### src/rtl/parallel_serializer.sv
// Parallel-to-serial converter: captures a SIZE-element word and emits it one
// element per accepted beat, highest index first, with valid/ready on both sides.
module parallel_serializer #(
    parameter int SIZE       = 3,
    parameter int DATA_WIDTH = 16
) (
    input  logic                         clock,
    input  logic                         reset,
    input  logic [SIZE*DATA_WIDTH-1:0]   data_in,
    input  logic                         load_valid,
    output logic                         load_ready,
    output logic [DATA_WIDTH-1:0]        shift_out,
    output logic                         out_valid,
    input  logic                         out_ready,
    output logic                         out_last,
    output logic                         busy
);

    localparam int              CW         = (SIZE > 1) ? $clog2(SIZE) : 1;
    localparam logic [CW-1:0]   LAST_COUNT = CW'(SIZE - 1);

    localparam logic [0:0] IDLE  = 1'b0;
    localparam logic [0:0] SHIFT = 1'b1;

    logic [0:0]                 state_q;
    logic [0:0]                 state_d;
    logic [CW-1:0]              count_q;
    logic [CW-1:0]              count_d;
    logic [SIZE*DATA_WIDTH-1:0] word_q;
    logic [SIZE*DATA_WIDTH-1:0] word_d;

    logic [DATA_WIDTH-1:0]      elem [SIZE];
    logic [DATA_WIDTH-1:0]      elem_sel;
    logic [CW-1:0]              sel;
    logic                       load_fire;
    logic                       beat_fire;

    genvar gi;
    generate
        for (gi = 0; gi < SIZE; gi++) begin : g_elem
            assign elem[gi] = word_q[gi*DATA_WIDTH +: DATA_WIDTH];
        end
    endgenerate

    // The beat counter runs upward while elements leave from the top index down.
    assign sel = LAST_COUNT - count_q;

    always_comb begin
        elem_sel = '0;
        for (int k = 0; k < SIZE; k++) begin
            if (sel == CW'(k)) begin
                elem_sel = elem[k];
            end
        end
    end

    assign out_valid = (state_q == SHIFT);
    assign busy      = out_valid;
    assign out_last  = out_valid && (count_q == LAST_COUNT);
    assign shift_out = out_valid ? elem_sel : '0;

    // Accepting during the final beat lets consecutive words stream without a gap.
    assign load_ready = !out_valid || (out_last && out_ready);
    assign load_fire  = load_valid && load_ready;
    assign beat_fire  = out_valid && out_ready;

    always_comb begin
        state_d = state_q;
        count_d = count_q;
        word_d  = word_q;
        if (load_fire) begin
            word_d  = data_in;
            count_d = '0;
            state_d = SHIFT;
        end else if (beat_fire) begin
            if (out_last) begin
                count_d = '0;
                state_d = IDLE;
            end else begin
                count_d = count_q + CW'(1);
            end
        end
    end

    always_ff @(posedge clock or posedge reset) begin
        if (reset) begin
            state_q <= IDLE;
            count_q <= '0;
            word_q  <= '0;
        end else begin
            state_q <= state_d;
            count_q <= count_d;
            word_q  <= word_d;
        end
    end

endmodule

### config.mk
export PLATFORM = sky130hd
export DESIGN_NAME = parallel_serializer
export DESIGN_NICKNAME = d
export VERILOG_FILES = /design/src/rtl/parallel_serializer.sv
export SDC_FILE = /design/constraint.sdc
export NUM_CORES = 1
export LEC_CHECK = 0
export CAP_MARGIN = 20
export CORE_AREA = 5 5 90 92
export CTS_CLUSTER_DIAMETER = 60
export DETAILED_ROUTE_END_ITERATION = 6
export DIE_AREA = 0 0 95 97
export SKIP_CTS_REPAIR_TIMING = 1
export SLEW_MARGIN = 20
export SYNTH_ARGS = -nofsm -noshare
export SYNTH_HDL_FRONTEND = slang
export SYNTH_SLANG_ARGS = --single-unit
### constraint.sdc
create_clock -name clock -period 1.89 [get_ports clock]
set_input_delay 0.378 -clock clock [delete_from_list [all_inputs] [get_ports clock]]
set_output_delay 0.378 -clock clock [all_outputs]
set_load 0.05 [all_outputs]
* Word level (Yosys, flattened, before mapping)
Cells that the tools add are included.
W data, S select, Z words.
** Word-level totals
- Register bits :: 51
- Bits in latches :: 0
- Bits in writable memories :: 0
- Bits in read-only memories :: 0
- Output and inout port bits :: 20
- Logic and storage cells :: 28
- Memories :: 0
** Cells by class
- $add $sub $neg :: 2
- $mul :: 0
- Divide/modulo/power cells :: 0
- Magnitude comparators :: 0
- Equality and inequality tests :: 3
- Shift operators :: 0
- Mux-type cells :: 10
- Bitwise operators :: 0
- Reductions and logical operators :: 10
** Operators by type and width (number)
- $mux W16 :: 4
- $mux W2 :: 3
- $eq A2 B2 Y1 const B :: 2
- $logic_and A1 B1 Y1 :: 4
- $reduce_bool A2 Y1 :: 2
- $mux W1 :: 3
- $add A2 B1 Y2 const B :: 1
- $eq A2 B1 Y1 const B :: 1
- $logic_not A2 Y1 :: 1
- $reduce_and A2 Y1 :: 1
- $sub A2 B2 Y2 const A :: 1
- $logic_not A1 Y1 :: 1
- $logic_or A1 B1 Y1 :: 1

* Longest topological paths before layout
Gate-level depths: netlist of the first run.
- Word-level depth :: 7
- Gate-level depth with buffers :: 5

* Worst setup path before layout of the first run
OpenSTA, ideal clock, no wires.
- Path kind :: register to output
- Start :: register state_q, in the netlist busy
- End :: output shift_out[0]
- Arrival time :: 2133 ps
- Required time :: 1512 ps
- Setup slack :: -621 ps
- Stages on the path, launching flop included :: 3
- Buffers on the path :: 1
- Cell sequence :: dfrtp_1 -> clkbuf_1 -> a21boi_0
** On the way
- Word-level cells in the longest chain between the ends :: 1
** Ends and longest elaborated chain
- from (decl) :: line 25 : logic [0:0] state_q;
- from (signal assigned) :: line 91 : state_q <= state_d;
- $mux W16 :: line 60 : assign shift_out = out_valid ? elem_sel : '0;
- to (decl) :: line 12 : output logic [DATA_WIDTH-1:0] shift_out,
Every way passes these cells.

* Worst setup path in the final report of the first run
- Start :: register count_q[1]
- End :: output shift_out[9]
** On the way
- Word-level cells in the longest chain between the ends :: 6
- Elaborated cells on any way between the ends :: 8
- Those cells by class :: 1 x add/sub; 2 x eq/ne; 4 x mux; 1 x reduce/logical
** Ends and longest elaborated chain
- from (decl) :: line 27 : logic [CW-1:0] count_q;
- from (signal assigned) :: line 92 : count_q <= count_d;
- $sub A2 B2 Y2 * :: line 46 : assign sel = LAST_COUNT - count_q;
- $logic_not A2 Y1 :: line 51 : if (sel == CW'(k)) begin
- $mux W16 (2 in a row) :: line 51
- $mux W16 * :: line 51
- $mux W16 * :: line 60
Mark *: on every way between the ends. The rest lies on a longest branch, timed or not.

==> results of run 1 <==
## per-stage QoR
step	total power, W	std cells
after global placement	0.006800	364
after global routing	0.008537	374
after CTS	0.007757	372
after detailed placement	0.006856	364
final	0.008129	374
after floorplan	0.004696	190
## synth_stat cells
cell	number
buf_6	2
nor2b_1	1
a21boi_1	2
nor4bb_1	1
mux2i_1	17
inv_1	1
a21o_1	1
buf_4	3
or2_2	16
dfrtp_1	51
mux2_1	20
and3b_1	1
nand2_1	19
buf_2	4
nand2b_1	1
a21boi_0	15
mux2_2	28
nand3b_1	1
clkbuf_1	5
nand4b_1	1
## routing by layer
metal | vias up | routed length (microns) | part of all wire | track usage
li1 | 824 | - | - | -
met1 | 826 | 2460 | 0.44 | 0.1615
met2 | 42 | 2856 | 0.51 | 0.2023
met3 | 6 | 233 | 0.042 | 0.02638
met4 | 0 | 62 | 0.011 | 0.03663
met5 | - | 0 | 0 | 0
## cell families after synthesis
| logic type | count (synthesis) |
|---|---|
| DFF | 51 |
| and+or+nand+nor | 41 |
| muxes | 65 |
| AOI/OAI and AO/OA | 18 |
| buffers and inverters | 15 |
## state kept, by name, indices dropped and copies added (netlist names)
register  count
word_q       48
count_q       2
busy          1
## path summary, 6_finish.rpt
| check | endpoint | slack (ns) | cells past startpoint | startpoint |
|---|---|---|---|---|
| hold / removal | word_q[22] | 0.43 | 3 | reset |
| hold reg to reg | word_q[44] | 0.49 | 1 | word_q[44] |
| min in group clock | word_q[44] | 0.49 | 1 | word_q[44] |
| setup / recovery | shift_out[9] | -0.19 | 5 | count_q[1] |
| max in group asynchronous | count_q[1] | 1.23 | 3 | reset |
| setup reg to reg | word_q[29] | 0.12 | 5 | count_q[1] |
## critical path, stage by stage, from the launching register on
cell       delay (ns)
dfrtp_2          0.51
clkbuf_16        0.19
mux2i_1          0.12
or2_4            0.23
a21boi_2         0.18
buf_12           0.16
## layout make-up
type / instances / area, sq um
multi-input cells: 124 / 1241
flip-flops and latches: 51 / 1277
clock buffers: 5 / 68.82
fillers: 624 / 3231
clock inverters: 3 / 67.56
well taps: 99 / 123.9
inverters: 1 / 3.754
repair buffers: 91 / 1124
## where the power goes
part	leakage (nW)	switching [W]	internal (W)
combinational	1.03	0.00246	0.00282
clock	0.0644	0.000365	0.000528
sequential	0.608	0.000310	0.00164
==> out/metrics.yaml, run 1 <==
status: "finished, violations left"
violations: "setup timing"
synthMuxAreaShare: 0.2926
cts_made_buffers: 5
core_sq_um: 7137
yosys.area_share.simple: 0.09016
post-place-ws_ns: -0.09196
synthDominantCellAreaShare: 0.5255
maxCapViolCount: 0
leakagePower_nw: 1.700
whs_ns: 0.4271
fin_nets: 326
post-route-util: 0.5473
wl_per_cell_microns: 15.01
drive_above_1_share: 0.4073
vias_per_cell: 4.540
seq_area_frac_synth: 0.5255
path_clk_slew_ns: 0.10
drt_iter0_markers: 33
clk_path_buf_depth: 2
grt-ovfl-total: 0
cts_tree: "done"
rows: 31
synthAdderAreaFrac: 0
dp_hpwl_microns: 4139
yosys_warnings: 0
place_congestion: 0.7557
clock_skew_ns: 0.01130
clk_latency_ns: 0.31
setup_slack_ns: -0.1893
antenna_left: 0
tightestPinTransition_ns: 0.2710
dr.pass1.iters: 4
grt_first_pass_wirelength_microns: 8921
hp-class: "in2async"
io_pins: 72
grt_pass1_vias: 1839
max-vdd-ir-drop_v: 0.001177
initial_core_util: 0.3403
grt_max_degree: 52
ys_types: 20
synth_top_family_by_area: "multiplexers"
die_x_microns: 95
synth_xor_area_frac: 0
fin_tns_setup_ns: -2.532
final_common_cell: "clkdlybuf4s50_1"
die_area_sq_um: 9215
period_share: 1.100
fmax_ghz: 0.4809
die_h_microns: 97
cts-root-buf: "clkbuf_8"
avgSynthCellArea_sq_um: 12.78
critPathKind: "reg2out"
synthCells: 190
placed_area_sq_um: 3623
antennaDiodeCount: 0
mostFrequentLayoutCells: "51 x clkdlybuf4s50_1, 50 x dfrtp_1, 28 x mux2_2, 23 x buf_12, 20 x mux2_1"
grt_setup_unrepaired: "yes"
synth_compound_gate_area_share: 0.05564
clkSinkCount: 51
hold_viol: 0
required_ns: 1.51
maxSlewHeadroom: 0.8193
critical_path_arrival_ns: 1.70
synth_seq_cells: 51
fin_area_sq_um: 3906
cp-start-kind: "register"
syn_nets: 242
area_growth_pct: 60.85
gr-usage-all-layers: 0.1233
drv_slew: 0
yosys-top-cells-area: "dfrtp_1 53%, mux2_2 13%, mux2_1 9.3%"
drc: 0
htreeDepth: 2
netlist_area_sq_um: 2429
yosysTopAreaCell: "dfrtp_1"
portBuffers: 71
antenna_found_initial: 0
setup_viol: 16
cp_max_fo: 6
drt_wl_total_microns: 5613
powerDensity_nw_per_um2: 2081
vias: 1698
crit_path_end_kind: "output port"
fin_crit_ns: 2.079
(Power assumes the default switching activity.)
==> inputs of run 2 (changes only) <==
--- a/config.mk
+++ b/config.mk
@@ -15,3 +15,4 @@
 export SYNTH_ARGS = -nofsm -noshare
 export SYNTH_HDL_FRONTEND = slang
 export SYNTH_SLANG_ARGS = --single-unit
+export TNS_END_PERCENT = 100
==> results of run 2 <==
Final layout, timing and power as in run 1 (identical DEF).
==> inputs of run 3 (changes only) <==
--- a/config.mk
+++ b/config.mk
@@ -6,10 +6,10 @@
 export NUM_CORES = 1
 export LEC_CHECK = 0
 export CAP_MARGIN = 20
-export CORE_AREA = 5 5 90 92
+export CORE_AREA = 5 5 100 83
 export CTS_CLUSTER_DIAMETER = 60
 export DETAILED_ROUTE_END_ITERATION = 6
-export DIE_AREA = 0 0 95 97
+export DIE_AREA = 0 0 105 88
 export SKIP_CTS_REPAIR_TIMING = 1
 export SLEW_MARGIN = 20
 export SYNTH_ARGS = -nofsm -noshare
==> run 3 against run 2 <==
The flow still finishes with violations (setup timing). Hold slack gained 0.0093 ns. Critical endpoint is now shift_out[5]. Die area grew 0.27%. Global-route usage shrank 0.094 points. Fmax grew 2.7%. Total power shrank 4.0%. Combinational power is essentially flat. Register-to-register slack gained 0.04 ns. Highest routed layer unchanged. Routed wire length grew 0.30%. Cell area shrank 2.8%. Utilization shrank 2.1 points. Cell count shrank 4.8%. Sequential share of layout area grew 0.98 points. Largest cell class unchanged.
==> out/metrics.yaml, run 3 (synthesized netlist as in run 1, its figures left out) <==
cts-root-buf: "clkbuf_8"  # unchanged
setup_slack_ns: -0.1342  # was -0.1893 ns
status: "finished, violations left"  # unchanged
crit_slowest_cell: "dfrtp_2"  # unchanged
grt_max_degree: 52  # unchanged
fin_nets: 319  # was 326
dr.pass1.iters: 4  # unchanged
fmax_ghz: 0.4940  # was 0.4809 GHz
place_congestion: 0.6743  # was 0.7557
required_ns: 1.51  # about the same
htreeDepth: 2  # unchanged
grt-ovfl-total: 0  # unchanged
cts_made_buffers: 5  # unchanged
whs_ns: 0.4364  # was 0.4271 ns
vias_per_cell: 4.685  # was 4.540
dp_hpwl_microns: 4048  # was 4139 microns
grt_setup_unrepaired: "yes"  # unchanged
cts_tree: "done"  # unchanged
placedCellCount: 349  # was 364
tightestPinTransition_ns: 0.2797  # was 0.2710 ns
wl_per_cell_microns: 15.81  # was 15.01 microns
violations: "setup timing"  # unchanged
critPathBufInv: 2  # unchanged
crit_path_end_kind: "output port"  # unchanged
setup_viol: 16  # unchanged
fillerInstances: 647  # was 624
antenna_left: 0  # unchanged
fin_area_sq_um: 3796  # was 3906 sq um
core_sq_um: 7217  # was 7137 sq um
vias: 1668  # was 1698
cp_top_family: "flip-flops"  # unchanged
clock_skew_ns: 0.006497  # was 0.01130 ns
hold_viol: 0  # unchanged
post-place-ws_ns: -0.1039  # was -0.09196 ns
p_total_w: 0.007802  # was 0.008129 W
fin_crit_ns: 2.024  # was 2.079 ns
portBuffers: 71  # unchanged
drc: 0  # unchanged
gr-usage-all-layers: 0.1223  # was 0.1233
io_pins: 72  # unchanged
clkSinkCount: 51  # unchanged
antenna_found_initial: 0  # unchanged
area_growth_pct: 56.31  # was 60.85%
cpPeakStageDelay_ns: 0.46  # was 0.51 ns
largest_reg_flops: 48  # unchanged
final_common_cell: "clkdlybuf4s50_1"  # unchanged
drive_above_1_share: 0.3947  # was 0.4073
die_h_microns: 88  # was 97 microns
path_common_cell: "buf_12"
max-vdd-ir-drop_v: 0.0009640  # was 0.001177 V
critPathKind: "reg2out"  # unchanged
mostFrequentLayoutCells: "51 x clkdlybuf4s50_1, 49 x dfrtp_1, 28 x mux2_2, 23 x buf_12, 20 x mux2_1"  # was 51 x clkdlybuf4s50_1, 50 x dfrtp_1, 28 x mux2_2, 23 x buf_12, 20 x mux2_1
drv_slew: 0  # unchanged
drt_wl_total_microns: 5630  # was 5613 microns
period_share: 1.071  # was 1.100
grt_pass1_vias: 1802  # was 1839
critical_path_arrival_ns: 1.65  # was 1.70 ns
antennaDiodeCount: 0  # unchanged
cp-start-kind: "register"  # unchanged
powerDensity_nw_per_um2: 2055  # was 2081 nW/um^2
maxSlewHeadroom: 0.8110  # was 0.8193
die_x_microns: 105  # was 95 microns
path_cells: "buf_12 > mux2i_2 > or2_4 > a21boi_2 > buf_12"  # was clkbuf_16 > mux2i_1 > or2_4 > a21boi_2 > buf_12
die_area_sq_um: 9240  # was 9215 sq um
initial_core_util: 0.3365  # was 0.3403
hp-class: "in2async"  # unchanged
path_clk_slew_ns: 0.09  # was 0.10 ns
final_cells: 356  # was 374
clk_path_buf_depth: 2  # unchanged
rows: 28  # was 31
leakagePower_nw: 1.638  # was 1.700 nW
drt_iter0_markers: 50  # was 33
cp_max_fo: 7  # was 6
regMostFlops: "word_q"  # unchanged
maxCapViolCount: 0  # unchanged
placed_area_sq_um: 3567  # was 3623 sq um
grt_first_pass_wirelength_microns: 8956  # was 8921 microns
clk_latency_ns: 0.29  # was 0.31 ns
[run 3: final timing paths]
check / endpoint / cells past startpoint / slack, ns / startpoint
worst min-delay path: word_q[17] / 3 / 0.44 / reset
min in group clock: word_q[45] / 1 / 0.49 / word_q[45]
worst max-delay path: shift_out[5] / 5 / -0.13 / count_q[1]
worst max register to register: word_q[33] / 5 / 0.16 / count_q[1]
max in group asynchronous: count_q[0] / 3 / 1.21 / reset
worst min register to register: word_q[45] / 1 / 0.49 / word_q[45]
[run 3: routing by layer]
layer	vias up	global-route usage	wire (microns)
li1	801	-	-
met2	43	0.2000	2739
met4	0	0.03484	44
met1	822	0.1602	2524
met3	2	0.03464	322
met5	-	0	0
[run 3: worst reg2reg max path, delay by kind of cell (launching register included)]
kind	cells	cell delay (ns)
buf+inv	2	0.42
compound gates	1	0.22
flops	1	0.44
simple gates	1	0.15
mux	1	0.39
[run 3: power by group]
| group | internal (W) | leakage [nW] | switching, W |
|---|---|---|---|
| sequential | 0.00164 | 0.606 | 0.000305 |
| combinational | 0.00281 | 0.994 | 0.00246 |
| clock | 0.000248 | 0.0371 | 0.000329 |
| total | 0.00470 | 1.64 | 0.00310 |
[run 3: layout make-up]
type / instances / area [sq um] / share of cell area
well taps: 90 / 112.6 / 0.02966
flip-flops and latches: 51 / 1279 / 0.3369
clock buffers: 6 / 72.57 / 0.01912
repair buffers: 84 / 1079 / 0.2841
inverters: 1 / 3.754 / 0.0009888
multi-input cells: 124 / 1250 / 0.3293
[run 3: through the flow]
step / utilization / setup TNS (ns)
final: 0.5260 / -1.585
after global routing: 0.5260 / -2.499
after CTS: 0.5043 / -2.868
after detailed placement: 0.4943 / -3.988
after global placement: 0.4943 / -1.689
after floorplan: - / 0
==> patch 1 (config.mk and constraints of run 1) <==
Change the parameter `DATA_WIDTH` from 16 to 14.
--- a/src/rtl/parallel_serializer.sv
+++ b/src/rtl/parallel_serializer.sv
@@ -2,7 +2,7 @@
 // element per accepted beat, highest index first, with valid/ready on both sides.
 module parallel_serializer #(
     parameter int SIZE       = 3,
-    parameter int DATA_WIDTH = 16
+    parameter int DATA_WIDTH = 14
 ) (
     input  logic                         clock,
     input  logic                         reset,
Interface: changed (resized data_in and shift_out); port bits go from 72 to 64. The function was not compared with the original's and may differ.
==> patch 1 against run 1 <==
The run still ends with setup timing left; routed wire length is 9.6% lower; clock skew is 6.8 ps lower; via count is 12% lower; final cell count is 9.6% lower; power is 14% lower; worst setup slack better by 100 ps; count of clock-buffer cells in the layout is 3 higher; synthesized area is 9.6% lower; sequential cell count is 6 lower; cell area is 13% lower; register-to-register slack better by 180 ps; critical path type unchanged; critical endpoint is now shift_out[4]; largest cell class is now multi-input combinational cells; highest routed layer unchanged.
==> patch 1: results <==
group,metric,value,unit
status,status,"complete, but fails checks",
status,violations,"setup timing",
power,power.leakage,1.49,nW
final_layout,nNetsFinal,284,
cts,cts_buffer_depth,2,
route,vias,1495,
final_layout,drive_gt1_share,43.1,%
logic_synthesis,synthXorXnorAreaFrac,0,%
place,pre_cts_slack,-81.5,ps
timing,finClkSkew,4.52,ps
logic_synthesis,ys_types,21,
logic_synthesis,synth_compound_area_share,5.98,%
final_layout,n_fill_cell,654,
setup_path,cp_max_fo,5,
route,drt_iter0_drc,68,
logic_synthesis,synthMuxAreaShare,28.4,%
logic_synthesis,synth-seq-area-share,51.3,%
timing,worst_slack,-87.7,ps
logic_synthesis,synth_nets,214,
cts,path_clk_slew,80,ps
timing,relSlewSlack,78.5,%
grt,track_usage,11.6,%
timing,final.setup.tns,-1050,ps
final_layout,largest_register_ffs,42,
cts,clk_latency,290,ps
logic_synthesis,synthTopCellsByArea,"dfrtp_1 (51%), mux2_2 (20%), mux2i_1 (6.8%)",
setup_path,reg2reg_slack,300,ps
setup_path,arrival,1600,ps
setup_path,r2r-end,"word_q[34]",
place,hpwl,3.88,mm
place,gp_congestion,0.728,
grt,grt_max_degree,23,
grt,grt_pass1_wl,8.25,mm
power,ir_drop,589,uV
timing,setup_viol,14,
logic_synthesis,synth_common_cells,"dfrtp_1 (45), mux2_2 (39), nand2_1 (17)",
## patch 1: cell count changes in the layout (fill, tap and decap cells not counted), moves of 4 or more
cell / before / now
mux2_1: 20 / 3
mux2_2: 28 / 39
buf_4: 14 / 5
dfrtp_1: 50 / 42
clkdlybuf4s50_1: 51 / 45
or2_1: 0 / 6
or2_4: 14 / 8
a21boi_2: 7 / 3
## patch 1: metal layers
metal | global-route usage (%) | up-vias | wire (um)
li1 | - | 722 | -
met1 | 15.9 | 740 | 2310
met2 | 18.0 | 29 | 2520
met3 | 2.48 | 4 | 172
met4 | 4.00 | 0 | 73
met5 | 0 | - | 0
## patch 1: power by group through the flow
stage / clock (mW) / sequential [mW] / combinational [mW]
floorplan: 0 / 1.65 / 2.76
global route: 0.627 / 1.83 / 4.87
detailed placement: 0 / 1.76 / 4.47
finish: 0.573 / 1.76 / 4.62
CTS: 0.599 / 1.74 / 4.48
global placement: 0 / 1.74 / 4.44
## patch 1: layout make-up
class,instances,area (um^2),share of cell area (%)
Clock buffer,8,80.1,2.34
Tap cell,99,124,3.63
Inverter,1,3.75,0.110
Timing Repair Buffer,74,942,27.6
Multi-Input combinational cell,111,1130,33.2
Sequential cell,45,1130,33.2
## patch 1: cells by family (layout without fill, tap and decap cells)
kind of cell | count (synthesis) | count (layout)
buffers and inverters | 13 | 83
multiplexers | 57 | 57
flip-flops | 45 | 45
AO/OA/AOI/OAI | 16 | 16
AND/OR/NAND/NOR | 37 | 38
## patch 1: stage by stage
| step | instance area (um^2) | cells | util (%) | hold WS [ps] | total power, mW |
|---|---|---|---|---|---|
| 5_1_grt | 3420 | 338 | 47.9 | 389 | 7.33 |
| 3_5_place_dp | 3270 | 329 | 45.8 | 484 | 6.24 |
| 2_1_floorplan | 2310 | 168 | - | 458 | 4.42 |
| 6_report | 3420 | 338 | 47.9 | 355 | 6.96 |
| 3_3_place_gp | 3270 | 329 | 45.8 | 471 | 6.18 |
| 4_1_cts | 3350 | 337 | 46.9 | 362 | 6.82 |
## patch 1: how the worst max path moves through the flow
stage | start | to | slack, ps | depth (start not counted)
CTS | count_q[0] | shift_out[7] | -170 | 4
global route | count_q[1] | shift_out[4] | -150 | 5
global placement | out_ready | word_q[14] | -30 | 5
detailed placement | out_ready | word_q[34] | -80 | 5
floorplan | busy | shift_out[4] | -50 | 3
finish | count_q[1] | shift_out[4] | -90 | 5
## patch 1: worst max-delay path, stage by stage, from the launching register on
cell,delay (ps)
dfrtp_2,460
buf_6,150
mux2i_1,120
or2_4,250
a21boi_4,180
buf_12,150
==> patch 2 (config.mk and constraints of run 1) <==
Made on the original files. `word_q` no longer has a reset.
--- a/src/rtl/parallel_serializer.sv
+++ b/src/rtl/parallel_serializer.sv
@@ -86,12 +86,14 @@
         if (reset) begin
             state_q <= IDLE;
             count_q <= '0;
-            word_q  <= '0;
         end else begin
             state_q <= state_d;
             count_q <= count_d;
-            word_q  <= word_d;
         end
+    end
+
+    always_ff @(posedge clock) begin
+        word_q <= word_d;
     end
 
 endmodule
Formal check against the unedited RTL: no difference found for any inputs over 10 cycles, from zero or initial values and one cycle with reset high; that may be too few to reach the edited logic, so the function may still have changed.
==> patch 2 against run 1 <==
The flow still finishes with violations (setup timing); worst setup slack better by 180 ps; power decreased by 37%; cell area decreased by 15%; critical path depth stayed put; clock power down 33%; routed wire length shrank 18%; synthesized area is 11% lower; final cell count down 17%; sequential cell count unchanged; critical endpoint is now shift_out[13].
==> patch 2: results <==
group,metric,value,unit
status,status,"complete, but fails checks",
status,violations,"setup timing",
place,gp_congestion,0.685,
grt,grt_pass1_wl,7.00,mm
route,drt_iter0_drc,67,
setup_path,reg2reg_slack,340,ps
grt,grt_pass1_vias,1476,
setup_path,arrival,1520,ps
logic_synthesis,synthTopCellsByArea,"edfxtp_1 (67%), mux2i_1 (7.9%), nand3b_1 (5.9%)",
logic_synthesis,synth_common_cells,"edfxtp_1 (48), and2_1 (18), mux2i_1 (17), nand3b_1 (17), o21ai_1 (11)",
logic_synthesis,synth_edf_count,48,
place,hpwl,3.25,mm
logic_synthesis,synthMuxAreaShare,7.91,%
cts,clk_latency,290,ps
timing,timing.hold.ws,248,ps
timing,final.setup.tns,-12.3,ps
route,viasPerCell,4.26,
place,placed_cell_area,3160,um^2
logic_synthesis,synth_area_per_cell,15.7,um^2
final_layout,instances_no_fill,312,
logic_synthesis,ys_types,19,
final_layout,n_fill_cell,667,
logic_synthesis,synth-seq-area-share,70.5,%
timing,worstMarginPinSlew,201,ps
setup_path,cp_max_fo,10,
timing,setup_viol,3,
logic_synthesis,synth_compound_area_share,4.59,%
final_layout,nNetsFinal,264,
logic_synthesis,ys.flop_type,"edfxtp_1",
route,routed_wirelength,4.60,mm
setup_path,r2r-end,"word_q[42]",
grt,grt_max_degree,27,
timing,finClkSkew,8.38,ps
power,power.leakage,1.17,nW
logic_synthesis,synth_nets,189,
power,ir_drop,518,uV
timing,worst_slack,-5.63,ps
-- patch 2: power breakdown --
part / internal (mW) / switching (mW) / total [mW] / leakage, nW
Sequential: 1.42 / 0.0788 / 1.50 / 0.470
Combinational: 1.51 / 1.50 / 3.01 / 0.659
Clock: 0.259 / 0.336 / 0.595 / 0.0412
-- patch 2: per-layer routing --
layer	vias to the layer above	global-route usage, %	wire length, um
met5	-	0	0
met4	0	4.00	71
met1	627	11.7	1920
li1	655	-	-
met3	4	3.03	250
met2	43	17.0	2360
-- patch 2: worst max-delay path by stage --
stage / slack [ps] / end / cells after the start
floorplan: 70 / word_q[0] / 3
global placement: 190 / word_q[45] / 5
detailed placement: 150 / word_q[26] / 5
CTS: -70 / shift_out[13] / 5
global route: -120 / shift_out[13] / 5
finish: -6 / shift_out[13] / 5
-- patch 2: cell type report --
cell class              instances  area (um^2)  share of cell area [%]
well taps                      99          124                    3.74
multi-input cells              74          566                    17.1
repair buffers                 79         1010                    30.5
clock inverters                 2         12.5                   0.378
flip-flops and latches         51         1520                    46.0
clock buffers                   6         72.6                    2.19
inverters                       1         3.75                   0.113
-- patch 2: cell families after synthesis --
family / Yosys count
DFF: 51
muxes: 17
AOI/OAI and AO/OA: 18
and+or+nand+nor: 39
buffers and inverters: 12
-- patch 2: worst max-delay path: stages, from the launching register on --
cell,delay [ps]
dfrtp_2,430
buf_6,170
mux2i_1,210
o21ai_1,70
and2_1,190
buf_12,150
